[config.mk]
export PLATFORM = sky130hd
export DESIGN_NAME = adc_seq_ctrl_flat
export DESIGN_NICKNAME = d
export VERILOG_FILES = /design/src/rtl/adc_seq_ctrl_if.sv /design/src/rtl/adc_seq_ctrl.sv /design/src/flat_wrapper.sv
export SDC_FILE = /design/constraint.sdc
export NUM_CORES = 1
export LEC_CHECK = 0
export CAP_MARGIN = 20
export CORE_MARGIN = 10
export CORE_UTILIZATION = 42
export CTS_CLUSTER_SIZE = 25
export DETAILED_ROUTE_END_ITERATION = 8
export GPL_TIMING_DRIVEN = 0
export PLACE_DENSITY_LB_ADDON = 0.15
export SYNTH_ARGS = -nofsm -noshare
export SYNTH_HDL_FRONTEND = slang
export SYNTH_SLANG_ARGS = --single-unit
[constraint.sdc]
create_clock -name clk_100M -period 1.85 [get_ports clk_100M]
set_input_delay 0.2775 -clock clk_100M [delete_from_list [all_inputs] [get_ports clk_100M]]
set_output_delay 0.2775 -clock clk_100M [all_outputs]
set_load 0.1 [all_outputs]
[src/rtl/adc_seq_ctrl_if.sv]
`default_nettype none
// +----------------------------------------------------------------------------+
// | Module   : adc_seq_ctrl_if                                                 |
// | Purpose  : Pin/consumer bundle of the multi-channel SAR ADC sequencer.     |
// |            slave  = sequencer side, master = ADC pins + sample consumer.   |
// | Revision : 1.0 - initial release                                           |
// +----------------------------------------------------------------------------+
interface adc_seq_ctrl_if #(
    parameter int DATA_W = 8,
    parameter int NUM_CH = 4
);
    localparam int CH_W = $clog2(NUM_CH);

    logic              start;
    logic              continuous;
    logic [NUM_CH-1:0] ch_mask;
    logic              EOC;
    logic [DATA_W-1:0] Data;
    logic [CH_W-1:0]   MUX_SEL;
    logic              CONVST;
    logic              CS;
    logic              RD;
    logic [DATA_W-1:0] Valid_Data;
    logic [CH_W-1:0]   Valid_Ch;
    logic              data_valid;
    logic              ADC_ready;
    logic              busy;
    logic              timeout_err;

    modport slave (
        input  start, continuous, ch_mask, EOC, Data,
        output MUX_SEL, CONVST, CS, RD, Valid_Data, Valid_Ch,
               data_valid, ADC_ready, busy, timeout_err
    );

    modport master (
        output start, continuous, ch_mask, EOC, Data,
        input  MUX_SEL, CONVST, CS, RD, Valid_Data, Valid_Ch,
               data_valid, ADC_ready, busy, timeout_err
    );
endinterface
`default_nettype wire

[src/rtl/adc_seq_ctrl.sv]
`default_nettype none
// +----------------------------------------------------------------------------+
// | Module   : adc_seq_ctrl                                                    |
// | Purpose  : Sweeps the enabled mux channels of a parallel SAR ADC: settle,  |
// |            CONVST pulse, wait for EOC, CS/RD read, tagged sample capture.  |
// | Options  : define ADC_EOC_TIMEOUT_EN to bound the EOC wait and flag a     |
// |            sticky timeout_err instead of waiting forever.                  |
// | Revision : 1.0 - initial release                                           |
// +----------------------------------------------------------------------------+
module adc_seq_ctrl #(
    parameter int DATA_W         = 8,
    parameter int NUM_CH         = 4,
    parameter int SETTLE_CYCLES  = 2,
    parameter int CONVST_CYCLES  = 4,
    parameter int RD_CYCLES      = 3,
    parameter int TIMEOUT_CYCLES = 1024
) (
    input  wire           clk_100M,
    input  wire           reset,
    adc_seq_ctrl_if.slave bus
);
    localparam int CH_W    = $clog2(NUM_CH);
    localparam int c_CHX_W = CH_W + 1;

`ifdef ADC_EOC_TIMEOUT_EN
    localparam int c_TO_TOP = TIMEOUT_CYCLES;
`else
    // The EOC wait has no limit here, so the timeout length does not size the counter.
    localparam int c_TO_TOP = 0 * TIMEOUT_CYCLES;
`endif
    localparam int c_M1      = (SETTLE_CYCLES > CONVST_CYCLES) ? SETTLE_CYCLES : CONVST_CYCLES;
    localparam int c_M2      = (c_M1 > RD_CYCLES) ? c_M1 : RD_CYCLES;
    localparam int c_CNT_TOP = (c_M2 > c_TO_TOP) ? c_M2 : c_TO_TOP;
    localparam int c_CNT_W   = $clog2(c_CNT_TOP + 1);

    localparam logic [2:0] c_ST_IDLE     = 3'd0;
    localparam logic [2:0] c_ST_SETTLE   = 3'd1;
    localparam logic [2:0] c_ST_CONV     = 3'd2;
    localparam logic [2:0] c_ST_WAIT_EOC = 3'd3;
    localparam logic [2:0] c_ST_READ     = 3'd4;
    localparam logic [2:0] c_ST_NEXT     = 3'd5;

    // Lowest set bit of mask at or above index from; MSB of result = found.
    function automatic logic [c_CHX_W-1:0] f_find_ch(input logic [NUM_CH-1:0]  mask,
                                                     input logic [c_CHX_W-1:0] from);
        logic [c_CHX_W-1:0] res;
        res = '0;
        for (int i = NUM_CH - 1; i >= 0; i--) begin
            if (mask[i] && (c_CHX_W'(i) >= from)) begin
                res = {1'b1, CH_W'(i)};
            end
        end
        return res;
    endfunction

    logic [2:0]         r_state;
    logic [2:0]         w_state_nxt;
    logic [c_CNT_W-1:0] r_cnt;
    logic               r_eoc_meta;
    logic               r_eoc_s;

    logic [NUM_CH-1:0]  r_mask,       w_mask_nxt;
    logic [CH_W-1:0]    r_mux_sel,    w_mux_sel_nxt;
    logic               r_convst,     w_convst_nxt;
    logic               r_cs,         w_cs_nxt;
    logic               r_rd,         w_rd_nxt;
    logic [DATA_W-1:0]  r_valid_data, w_valid_data_nxt;
    logic [CH_W-1:0]    r_valid_ch,   w_valid_ch_nxt;
    logic               r_data_valid, w_data_valid_nxt;
    logic               r_busy,       w_busy_nxt;
    logic               r_adc_ready,  w_adc_ready_nxt;
`ifdef ADC_EOC_TIMEOUT_EN
    logic               r_timeout_err, w_timeout_err_nxt;
    logic               w_timeout;
`endif

    logic [c_CHX_W-1:0] w_higher;
    logic [c_CHX_W-1:0] w_lowest;
    logic               w_settle_done;
    logic               w_conv_done;
    logic               w_read_done;

    assign w_higher      = f_find_ch(r_mask, c_CHX_W'({1'b0, r_mux_sel}) + c_CHX_W'(1));
    assign w_lowest      = f_find_ch(bus.ch_mask, '0);
    // r_cnt saturates, so a stretched SETTLE keeps satisfying this compare.
    assign w_settle_done = (r_cnt >= c_CNT_W'(SETTLE_CYCLES - 1));
    assign w_conv_done   = (r_cnt == c_CNT_W'(CONVST_CYCLES - 1));
    assign w_read_done   = (r_cnt == c_CNT_W'(RD_CYCLES - 1));
`ifdef ADC_EOC_TIMEOUT_EN
    assign w_timeout     = (r_cnt == c_CNT_W'(TIMEOUT_CYCLES - 1)) && r_eoc_s;
`endif

    // Two-flop synchroniser for the asynchronous active-low EOC.
    always_ff @(posedge clk_100M) begin
        if (reset) begin
            r_eoc_meta <= 1'b1;
            r_eoc_s    <= 1'b1;
        end else begin
            r_eoc_meta <= bus.EOC;
            r_eoc_s    <= r_eoc_meta;
        end
    end

    // State register, per-state cycle counter and registered outputs.
    always_ff @(posedge clk_100M) begin
        if (reset) begin
            r_state       <= c_ST_IDLE;
            r_cnt         <= '0;
            r_mask        <= '0;
            r_mux_sel     <= '0;
            r_convst      <= 1'b1;
            r_cs          <= 1'b1;
            r_rd          <= 1'b1;
            r_valid_data  <= '0;
            r_valid_ch    <= '0;
            r_data_valid  <= 1'b0;
            r_busy        <= 1'b0;
            r_adc_ready   <= 1'b1;
`ifdef ADC_EOC_TIMEOUT_EN
            r_timeout_err <= 1'b0;
`endif
        end else begin
            r_state       <= w_state_nxt;
            if (w_state_nxt != r_state) begin
                r_cnt <= '0;
            end else if (r_cnt != c_CNT_W'(c_CNT_TOP)) begin
                r_cnt <= r_cnt + c_CNT_W'(1);
            end
            r_mask        <= w_mask_nxt;
            r_mux_sel     <= w_mux_sel_nxt;
            r_convst      <= w_convst_nxt;
            r_cs          <= w_cs_nxt;
            r_rd          <= w_rd_nxt;
            r_valid_data  <= w_valid_data_nxt;
            r_valid_ch    <= w_valid_ch_nxt;
            r_data_valid  <= w_data_valid_nxt;
            r_busy        <= w_busy_nxt;
            r_adc_ready   <= w_adc_ready_nxt;
`ifdef ADC_EOC_TIMEOUT_EN
            r_timeout_err <= w_timeout_err_nxt;
`endif
        end
    end

    // Next-state decision.
    always_comb begin
        w_state_nxt = r_state;
        case (r_state)
            c_ST_IDLE: begin
                if (bus.start && (bus.ch_mask != '0)) begin
                    w_state_nxt = c_ST_SETTLE;
                end
            end
            c_ST_SETTLE: begin
                // EOC still asserted from the previous read holds off the next conversion.
                if (w_settle_done && r_eoc_s) begin
                    w_state_nxt = c_ST_CONV;
                end
            end
            c_ST_CONV: begin
                if (w_conv_done) begin
                    w_state_nxt = c_ST_WAIT_EOC;
                end
            end
            c_ST_WAIT_EOC: begin
                if (!r_eoc_s) begin
                    w_state_nxt = c_ST_READ;
                end
`ifdef ADC_EOC_TIMEOUT_EN
                else if (w_timeout) begin
                    w_state_nxt = c_ST_NEXT;
                end
`endif
            end
            c_ST_READ: begin
                if (w_read_done) begin
                    w_state_nxt = c_ST_NEXT;
                end
            end
            c_ST_NEXT: begin
                if (w_higher[CH_W]) begin
                    w_state_nxt = c_ST_SETTLE;
                end else if (bus.continuous && w_lowest[CH_W]) begin
                    w_state_nxt = c_ST_SETTLE;
                end else begin
                    w_state_nxt = c_ST_IDLE;
                end
            end
            default: w_state_nxt = c_ST_IDLE;
        endcase
    end

    // Next values of the registered outputs, derived from the transition taken.
    always_comb begin
        w_mask_nxt        = r_mask;
        w_mux_sel_nxt     = r_mux_sel;
        w_valid_data_nxt  = r_valid_data;
        w_valid_ch_nxt    = r_valid_ch;
        w_data_valid_nxt  = 1'b0;
        w_convst_nxt      = (w_state_nxt != c_ST_CONV);
        w_cs_nxt          = (w_state_nxt != c_ST_READ);
        w_rd_nxt          = (w_state_nxt != c_ST_READ);
        w_busy_nxt        = (w_state_nxt != c_ST_IDLE);
        w_adc_ready_nxt   = (w_state_nxt == c_ST_IDLE);
`ifdef ADC_EOC_TIMEOUT_EN
        w_timeout_err_nxt = r_timeout_err;
`endif
        case (r_state)
            c_ST_IDLE: begin
                if (w_state_nxt == c_ST_SETTLE) begin
                    w_mask_nxt        = bus.ch_mask;
                    w_mux_sel_nxt     = w_lowest[CH_W-1:0];
`ifdef ADC_EOC_TIMEOUT_EN
                    w_timeout_err_nxt = 1'b0;
`endif
                end
            end
`ifdef ADC_EOC_TIMEOUT_EN
            c_ST_WAIT_EOC: begin
                if (w_state_nxt == c_ST_NEXT) begin
                    w_timeout_err_nxt = 1'b1;
                end
            end
`endif
            c_ST_READ: begin
                if (w_state_nxt == c_ST_NEXT) begin
                    w_valid_data_nxt = bus.Data;
                    w_valid_ch_nxt   = r_mux_sel;
                    w_data_valid_nxt = 1'b1;
                end
            end
            c_ST_NEXT: begin
                if (w_higher[CH_W]) begin
                    w_mux_sel_nxt = w_higher[CH_W-1:0];
                end else if (bus.continuous) begin
                    w_mask_nxt = bus.ch_mask;
                    if (w_lowest[CH_W]) begin
                        w_mux_sel_nxt = w_lowest[CH_W-1:0];
                    end
                end
            end
            default: ;
        endcase
    end

    assign bus.MUX_SEL    = r_mux_sel;
    assign bus.CONVST     = r_convst;
    assign bus.CS         = r_cs;
    assign bus.RD         = r_rd;
    assign bus.Valid_Data = r_valid_data;
    assign bus.Valid_Ch   = r_valid_ch;
    assign bus.data_valid = r_data_valid;
    assign bus.busy       = r_busy;
    assign bus.ADC_ready  = r_adc_ready;
`ifdef ADC_EOC_TIMEOUT_EN
    assign bus.timeout_err = r_timeout_err;
`else
    assign bus.timeout_err = 1'b0;
`endif

endmodule
`default_nettype wire

[src/flat_wrapper.sv]
// flat-port wrapper written by rule: the top's interface ports become plain ports
module adc_seq_ctrl_flat 
#(
    parameter int DATA_W         = 8,
    parameter int NUM_CH         = 4,
    parameter int SETTLE_CYCLES  = 2,
    parameter int CONVST_CYCLES  = 4,
    parameter int RD_CYCLES      = 3,
    parameter int TIMEOUT_CYCLES = 1024
)
  (clk_100M, reset, bus_start, bus_continuous, bus_ch_mask, bus_EOC, bus_Data, bus_MUX_SEL, bus_CONVST, bus_CS, bus_RD, bus_Valid_Data, bus_Valid_Ch, bus_data_valid, bus_ADC_ready, bus_busy, bus_timeout_err);
  adc_seq_ctrl_if #(.DATA_W(DATA_W), .NUM_CH(NUM_CH)) bus_i ();
  input  wire clk_100M;
  input  wire reset;
  input wire logic [$bits(bus_i.start)-1:0] bus_start;
  input wire logic [$bits(bus_i.continuous)-1:0] bus_continuous;
  input wire logic [$bits(bus_i.ch_mask)-1:0] bus_ch_mask;
  input wire logic [$bits(bus_i.EOC)-1:0] bus_EOC;
  input wire logic [$bits(bus_i.Data)-1:0] bus_Data;
  output wire logic [$bits(bus_i.MUX_SEL)-1:0] bus_MUX_SEL;
  output wire logic [$bits(bus_i.CONVST)-1:0] bus_CONVST;
  output wire logic [$bits(bus_i.CS)-1:0] bus_CS;
  output wire logic [$bits(bus_i.RD)-1:0] bus_RD;
  output wire logic [$bits(bus_i.Valid_Data)-1:0] bus_Valid_Data;
  output wire logic [$bits(bus_i.Valid_Ch)-1:0] bus_Valid_Ch;
  output wire logic [$bits(bus_i.data_valid)-1:0] bus_data_valid;
  output wire logic [$bits(bus_i.ADC_ready)-1:0] bus_ADC_ready;
  output wire logic [$bits(bus_i.busy)-1:0] bus_busy;
  output wire logic [$bits(bus_i.timeout_err)-1:0] bus_timeout_err;
  assign bus_i.start = bus_start;
  assign bus_i.continuous = bus_continuous;
  assign bus_i.ch_mask = bus_ch_mask;
  assign bus_i.EOC = bus_EOC;
  assign bus_i.Data = bus_Data;
  assign bus_MUX_SEL = bus_i.MUX_SEL;
  assign bus_CONVST = bus_i.CONVST;
  assign bus_CS = bus_i.CS;
  assign bus_RD = bus_i.RD;
  assign bus_Valid_Data = bus_i.Valid_Data;
  assign bus_Valid_Ch = bus_i.Valid_Ch;
  assign bus_data_valid = bus_i.data_valid;
  assign bus_ADC_ready = bus_i.ADC_ready;
  assign bus_busy = bus_i.busy;
  assign bus_timeout_err = bus_i.timeout_err;
  adc_seq_ctrl #(.DATA_W(DATA_W), .NUM_CH(NUM_CH), .SETTLE_CYCLES(SETTLE_CYCLES), .CONVST_CYCLES(CONVST_CYCLES), .RD_CYCLES(RD_CYCLES), .TIMEOUT_CYCLES(TIMEOUT_CYCLES)) u_core (.clk_100M(clk_100M), .reset(reset), .bus(bus_i));
endmodule
==> results of run 1 <==
[registers in the layout, indices dropped and copies added (netlist names), 2 cells and up]
signal / count
u_core.r_state: 3
u_core.r_cnt: 3
u_core.bus.Valid_Data: 8
u_core.r_mask: 3
u_core.bus.Valid_Ch: 2
u_core.bus.MUX_SEL: 2
[worst max-delay path by stage]
stage,slack (ns),cells past startpoint,endpoint,from
2_1_floorplan,-0.20,8,u_core.r_mask[1],u_core.r_state[1]
3_5_place_dp,-0.50,7,u_core.r_mask[2],bus_start
3_3_place_gp,-0.46,7,u_core.r_mask[2],bus_start
5_1_grt,-0.25,6,u_core.r_mask[1],u_core.r_state[1]
4_1_cts,-0.19,8,u_core.r_mask[2],u_core.r_cnt[1]
6_report,-0.19,6,u_core.r_mask[2],u_core.r_state[1]
[synthesized netlist by cell type, drive strengths merged, types with 4 or more instances]
library cell  count
a21oi             9
buf               6
clkbuf            4
dfxtp            28
ha                5
inv               6
mux2i            13
nand2             8
nand2b           10
nand3             4
nor2             20
[repair_timing]
action	CTS	global route
endpoints found under the setup margin	36	25
pin swaps	1	7
resized for setup	44	36
hold buffers	0	0
buffers inserted	6	2
[metal layers]
layer | share of wire | track usage
met1 | 0.40 | 0.108
met2 | 0.49 | 0.178
met3 | 0.098 | 0.0554
met4 | 0.0058 | 0.0341
met5 | 0 | 0
[critical path, cell delays in order (launching register included)]
cell      delay [ns]
dfxtp_4         0.42
nand2b_4        0.18
or4b_4          0.53
o31a_1          0.12
and3_4          0.18
o41a_4          0.38
mux2i_1         0.13
[area by class of cell]
type	count	area, sq um
Clock buffer	4	36.3
Timing Repair Buffer	42	360
Multi-Input combinational cell	102	768
Inverter	6	25.0
Sequential cell	28	581
Fill cell	259	1160
Buffer	7	42.5
Tap cell	44	55.1
[metrics by stage]
step / area [sq um] / total power (uW) / instances / setup WS, ns / util
floorplan: 1320 / 1000 / 146 / -0.202 / -
global route: 1870 / 1600 / 233 / -0.247 / 0.617
global placement: 1720 / 1110 / 224 / -0.462 / 0.568
CTS: 1820 / 1480 / 231 / -0.188 / 0.600
finish: 1870 / 1520 / 233 / -0.190 / 0.617
detailed placement: 1720 / 1120 / 224 / -0.497 / 0.568
[cell families after synthesis]
| logic type | after synthesis | synth area share |
|---|---|---|
| buf+inv | 16 | 0.0590 |
| compound gates | 22 | 0.115 |
| fa+ha+maj | 5 | 0.0476 |
| other cells | 1 | 0.00285 |
| xor+xnor | 1 | 0.00666 |
| simple gates | 60 | 0.244 |
| mux | 13 | 0.0989 |
| flops | 28 | 0.426 |
[power breakdown]
group	switching, uW	leakage (uW)	total [uW]	internal [uW]
Clock	174	0.0000210	294	120
Sequential	50.7	0.000232	704	653
Combinational	285	0.000555	520	235
Total	509	0.000808	1520	1010
==> flow_metrics.env, run 1 <==
export IMPL_final_cell_mix="dfxtp_1, nor2_1, clkdlybuf4s50_1"
export IMPL_grt_pass1_vias=1134
export IMPL_status="complete, but fails checks"
export IMPL_dieHeight_um=76.0
export IMPL_cts_tree="yes"
export IMPL_initial_utilization=0.434
export IMPL_period_needed_ns=2.04
export IMPL_syn_nets=168
export IMPL_drive_above_1_share=0.280
export IMPL_arrival_ns=2.27
export IMPL_synth_top_area_frac=0.426
export IMPL_gp_congestion=0.745
export IMPL_synthCells=146
export IMPL_syn_avg_cell_area_sq_um=9.01
export IMPL_setup_tns_ns=-1.07
export IMPL_holdWs_ns=0.426
export IMPL_relSlewSlack=0.359
export IMPL_clk_pin_slew_ns=0.15
export IMPL_ys_types=36
export IMPL_synth_top_cell_by_area="dfxtp_1"
export IMPL_skew_ns=0.00395
export IMPL_dpl_hpwl_mm=2.27
export IMPL_rsz0062_at_grt="yes"
export IMPL_fin_nets=212
export IMPL_hold_path_endpoint="u_core.r_eoc_s"
export IMPL_dieArea_sq_um=5770
export IMPL_max_freq_mhz=490
export IMPL_cap_viol_max_count=0
export IMPL_synthTopCellsByArea="dfxtp_1, mux2i_1, nor2_1"
export IMPL_seq_area_frac_synth=0.426
export IMPL_ys_flop_type="dfxtp_1"
export IMPL_r2r_end="u_core.r_mask[2]"
export IMPL_reg2reg_depth=6
export IMPL_crit_fanout=10
export IMPL_synth_area_sq_um=1320
export IMPL_power_density_nw_per_um2=812
export IMPL_diodes=0
export IMPL_coreArea_sq_um=3030
export IMPL_synth_seq_cells=28
export IMPL_track_usage=0.105
export IMPL_grt_pass1_wl_mm=5.13
export IMPL_ys_warnings_count=0
export IMPL_r2r_setup_slack_ns=-0.19
export IMPL_num_io_pins=36
export IMPL_drtPass1Iterations=4
export IMPL_layout_area_overhead_vs_synth_pct=42.1
export IMPL_min_delay_path_depth=1
export IMPL_viasPerCell=4.83
export IMPL_grt_ovfl_total=0
export IMPL_rr_startpoint="u_core.r_state[1]"
export IMPL_clock_path_buffers=2
export IMPL_endpoint_kind="register"
export IMPL_drt_iter0_drc=73
export IMPL_setup_viol=8
export IMPL_tightest_slew_ns=0.965
export IMPL_required_ns=2.08
export IMPL_htreeDepth=1
export IMPL_synth_edf_count=0
export IMPL_start_kind="register"
export IMPL_cts_buffers=3
export IMPL_critPathKind="register to register"
export IMPL_maxSlewViolCount=0
export IMPL_ir_drop_mv=0.365
export IMPL_avgRoutedWirePerCell_um=13.3
export IMPL_die_x_um=76.0
export IMPL_violations="setup timing"
export IMPL_post_route_period_util=1.10
export IMPL_power_leakage_uw=0.000808
export IMPL_grt_max_degree=16
export IMPL_port_buffer_count=34
export IMPL_layout_setup_ws_ns=-0.190
export IMPL_wl_mm=3.11
export IMPL_clock_sinks=28
export IMPL_antenna_found_initial=0
export IMPL_ant_nets=0
export IMPL_clock_root_buffer="clkbuf_4"
export IMPL_layout_commonest_cell="dfxtp_1"
export IMPL_hold_class="register to register"
export IMPL_drc=0
export IMPL_synthArstFlopShare=0
export IMPL_rows=20
export IMPL_clk_insertion_delay_late_ns=0.32
export IMPL_hold_start="u_core.r_eoc_meta"
export IMPL_hold_viol=0
export IMPL_vias=1126
(Power assumes the default switching activity.)
==> inputs of run 2 (changes only) <==
--- a/config.mk
+++ b/config.mk
@@ -11,6 +11,7 @@
 export CTS_CLUSTER_SIZE = 25
 export DETAILED_ROUTE_END_ITERATION = 8
 export GPL_TIMING_DRIVEN = 0
+export MAX_ROUTING_LAYER = met4
 export PLACE_DENSITY_LB_ADDON = 0.15
 export SYNTH_ARGS = -nofsm -noshare
 export SYNTH_HDL_FRONTEND = slang
==> flow_metrics.env, run 2 (same netlist as run 1, synthesis figures left out) <==
export IMPL_grt_ovfl_total=0
export IMPL_critPathKind="register to register"
export IMPL_antenna_found_initial=0
export IMPL_reg2reg_depth=6
export IMPL_vias=1120
export IMPL_drtPass1Iterations=4
export IMPL_clock_sinks=28
export IMPL_cpPeakStageDelay_ns=0.53
export IMPL_grt_max_degree=16
export IMPL_dieArea_sq_um=5770
export IMPL_dieHeight_um=76.0
export IMPL_min_delay_path_depth=1
export IMPL_gp_congestion=0.755
export IMPL_drc=0
export IMPL_holdWs_ns=0.427
export IMPL_cp_slowest_cell="or4b_4"
export IMPL_drt_iter0_drc=73
export IMPL_status="complete, but fails checks"
export IMPL_num_io_pins=36
export IMPL_largest_register_ffs=8
export IMPL_hold_start="u_core.r_eoc_meta"
export IMPL_cp_top_family="simple AND/OR/NAND/NOR gates"
export IMPL_ant_nets=0
export IMPL_endpoint_kind="register"
export IMPL_clock_root_buffer="clkbuf_4"
export IMPL_r2r_end="u_core.r_mask[2]"
export IMPL_cap_viol_max_count=0
export IMPL_layout_commonest_cell="dfxtp_1"
export IMPL_viasPerCell=4.81
export IMPL_cts_tree="yes"
export IMPL_power_density_nw_per_um2=814
export IMPL_hold_class="register to register"
export IMPL_rows=20
export IMPL_layout_area_overhead_vs_synth_pct=42.1
export IMPL_port_buffer_count=34
export IMPL_clock_path_buffers=2
export IMPL_fillers=259
export IMPL_r2r_setup_slack_ns=-0.19
export IMPL_diodes=0
export IMPL_relSlewSlack=0.359
export IMPL_coreArea_sq_um=3030
export IMPL_post_route_period_util=1.11
export IMPL_path_buf_inv=0
export IMPL_clk_pin_slew_ns=0.15
export IMPL_hold_viol=0
export IMPL_setup_viol=8
export IMPL_die_x_um=76.0
export IMPL_hold_path_endpoint="u_core.r_eoc_s"
export IMPL_wl_mm=3.11
export IMPL_grt_pass1_wl_mm=5.13
export IMPL_ir_drop_mv=0.365
export IMPL_skew_ns=0.00631
export IMPL_start_kind="register"
export IMPL_worstPathCellList="nand2b_4 -> or4b_4 -> o31a_1 -> and3_4 -> o41a_4 -> mux2i_1"
export IMPL_crit_fanout=10
export IMPL_htreeDepth=1
export IMPL_fin_nets=212
export IMPL_initial_utilization=0.434
export IMPL_required_ns=2.08
export IMPL_rsz0062_at_grt="yes"
export IMPL_avgRoutedWirePerCell_um=13.3
export IMPL_power_leakage_uw=0.000808
export IMPL_layout_setup_ws_ns=-0.194
export IMPL_period_needed_ns=2.04
export IMPL_tightest_slew_ns=0.965
export IMPL_dpl_hpwl_mm=2.27
export IMPL_violations="setup timing"
export IMPL_clk_insertion_delay_late_ns=0.32
export IMPL_final_core_util=0.617
export IMPL_rr_startpoint="u_core.r_state[1]"
export IMPL_maxSlewViolCount=0
export IMPL_cts_buffers=3
export IMPL_final_cell_mix="dfxtp_1, nor2_1, clkdlybuf4s50_1"
export IMPL_cts_hold_buf=0
export IMPL_grt_pass1_vias=1134
export IMPL_max_freq_mhz=489
export IMPL_drive_above_1_share=0.280
export IMPL_track_usage=0.108
export IMPL_arrival_ns=2.27
run 2: cell counts in the layout (fill, tap and decap cells not counted):
No cell type changed its count.
run 2: how the worst max path moves through the flow:
stage,startpoint,to,slack [ns],depth (start not counted)
after floorplan,u_core.r_state[1],u_core.r_mask[1],-0.20,8
after global placement,bus_start,u_core.r_mask[2],-0.46,7
after detailed placement,bus_start,u_core.r_mask[2],-0.50,7
after CTS,u_core.r_cnt[1],u_core.r_mask[2],-0.19,8
after global routing,u_core.r_state[1],u_core.r_mask[1],-0.25,6
final,u_core.r_state[1],u_core.r_mask[2],-0.19,6
run 2: report_power, final:
part | switching [uW] | leakage, uW | internal, uW
Sequential | 50.7 | 0.000232 | 653
Clock | 176 | 0.0000210 | 120
Combinational | 285 | 0.000555 | 235
Total | 511 | 0.000808 | 1010
run 2: worst register-to-register path, cell delays in order (launching register included):
cell,delay [ns]
dfxtp_4,0.42
nand2b_4,0.19
or4b_4,0.53
o31a_1,0.12
and3_4,0.18
o41a_4,0.38
mux2i_1,0.13
run 2: cell type report:
cell class              instances  area [sq um]  area share
plain buffers                   7          42.5      0.0228
flip-flops and latches         28           581       0.311
repair buffers                 42           360       0.193
multi-input cells             102           768       0.411
clock buffers                   4          36.3      0.0194
well taps                      44          55.1      0.0295
inverters                       6          25.0      0.0134
run 2: per-stage QoR:
step | setup WS, ns | TNS (ns) | total power (uW) | instance area [sq um] | cells
detailed placement | -0.497 | -5.97 | 1120 | 1720 | 224
global route | -0.247 | -1.48 | 1600 | 1870 | 233
floorplan | -0.202 | -0.672 | 1000 | 1320 | 146
finish | -0.194 | -1.10 | 1520 | 1870 | 233
global placement | -0.462 | -6.04 | 1110 | 1720 | 224
CTS | -0.188 | -0.725 | 1480 | 1820 | 231
run 2: what timing repair did:
| item | CTS | global route |
|---|---|---|
| pin swaps | 1 | 7 |
| gates cloned | 0 | 0 |
| endpoints found under the setup margin | 36 | 25 |
| setup buffers | 6 | 2 |
| resized for setup | 44 | 36 |
run 2: metal layers:
| layer | share of wire | vias to the layer above | track usage |
|---|---|---|---|
| met5 | 0 | - | - |
| met4 | 0.0058 | 0 | 0.0341 |
| met3 | 0.067 | 2 | 0.0401 |
| met2 | 0.49 | 36 | 0.178 |
| met1 | 0.44 | 507 | 0.117 |
| li1 | - | 575 | - |
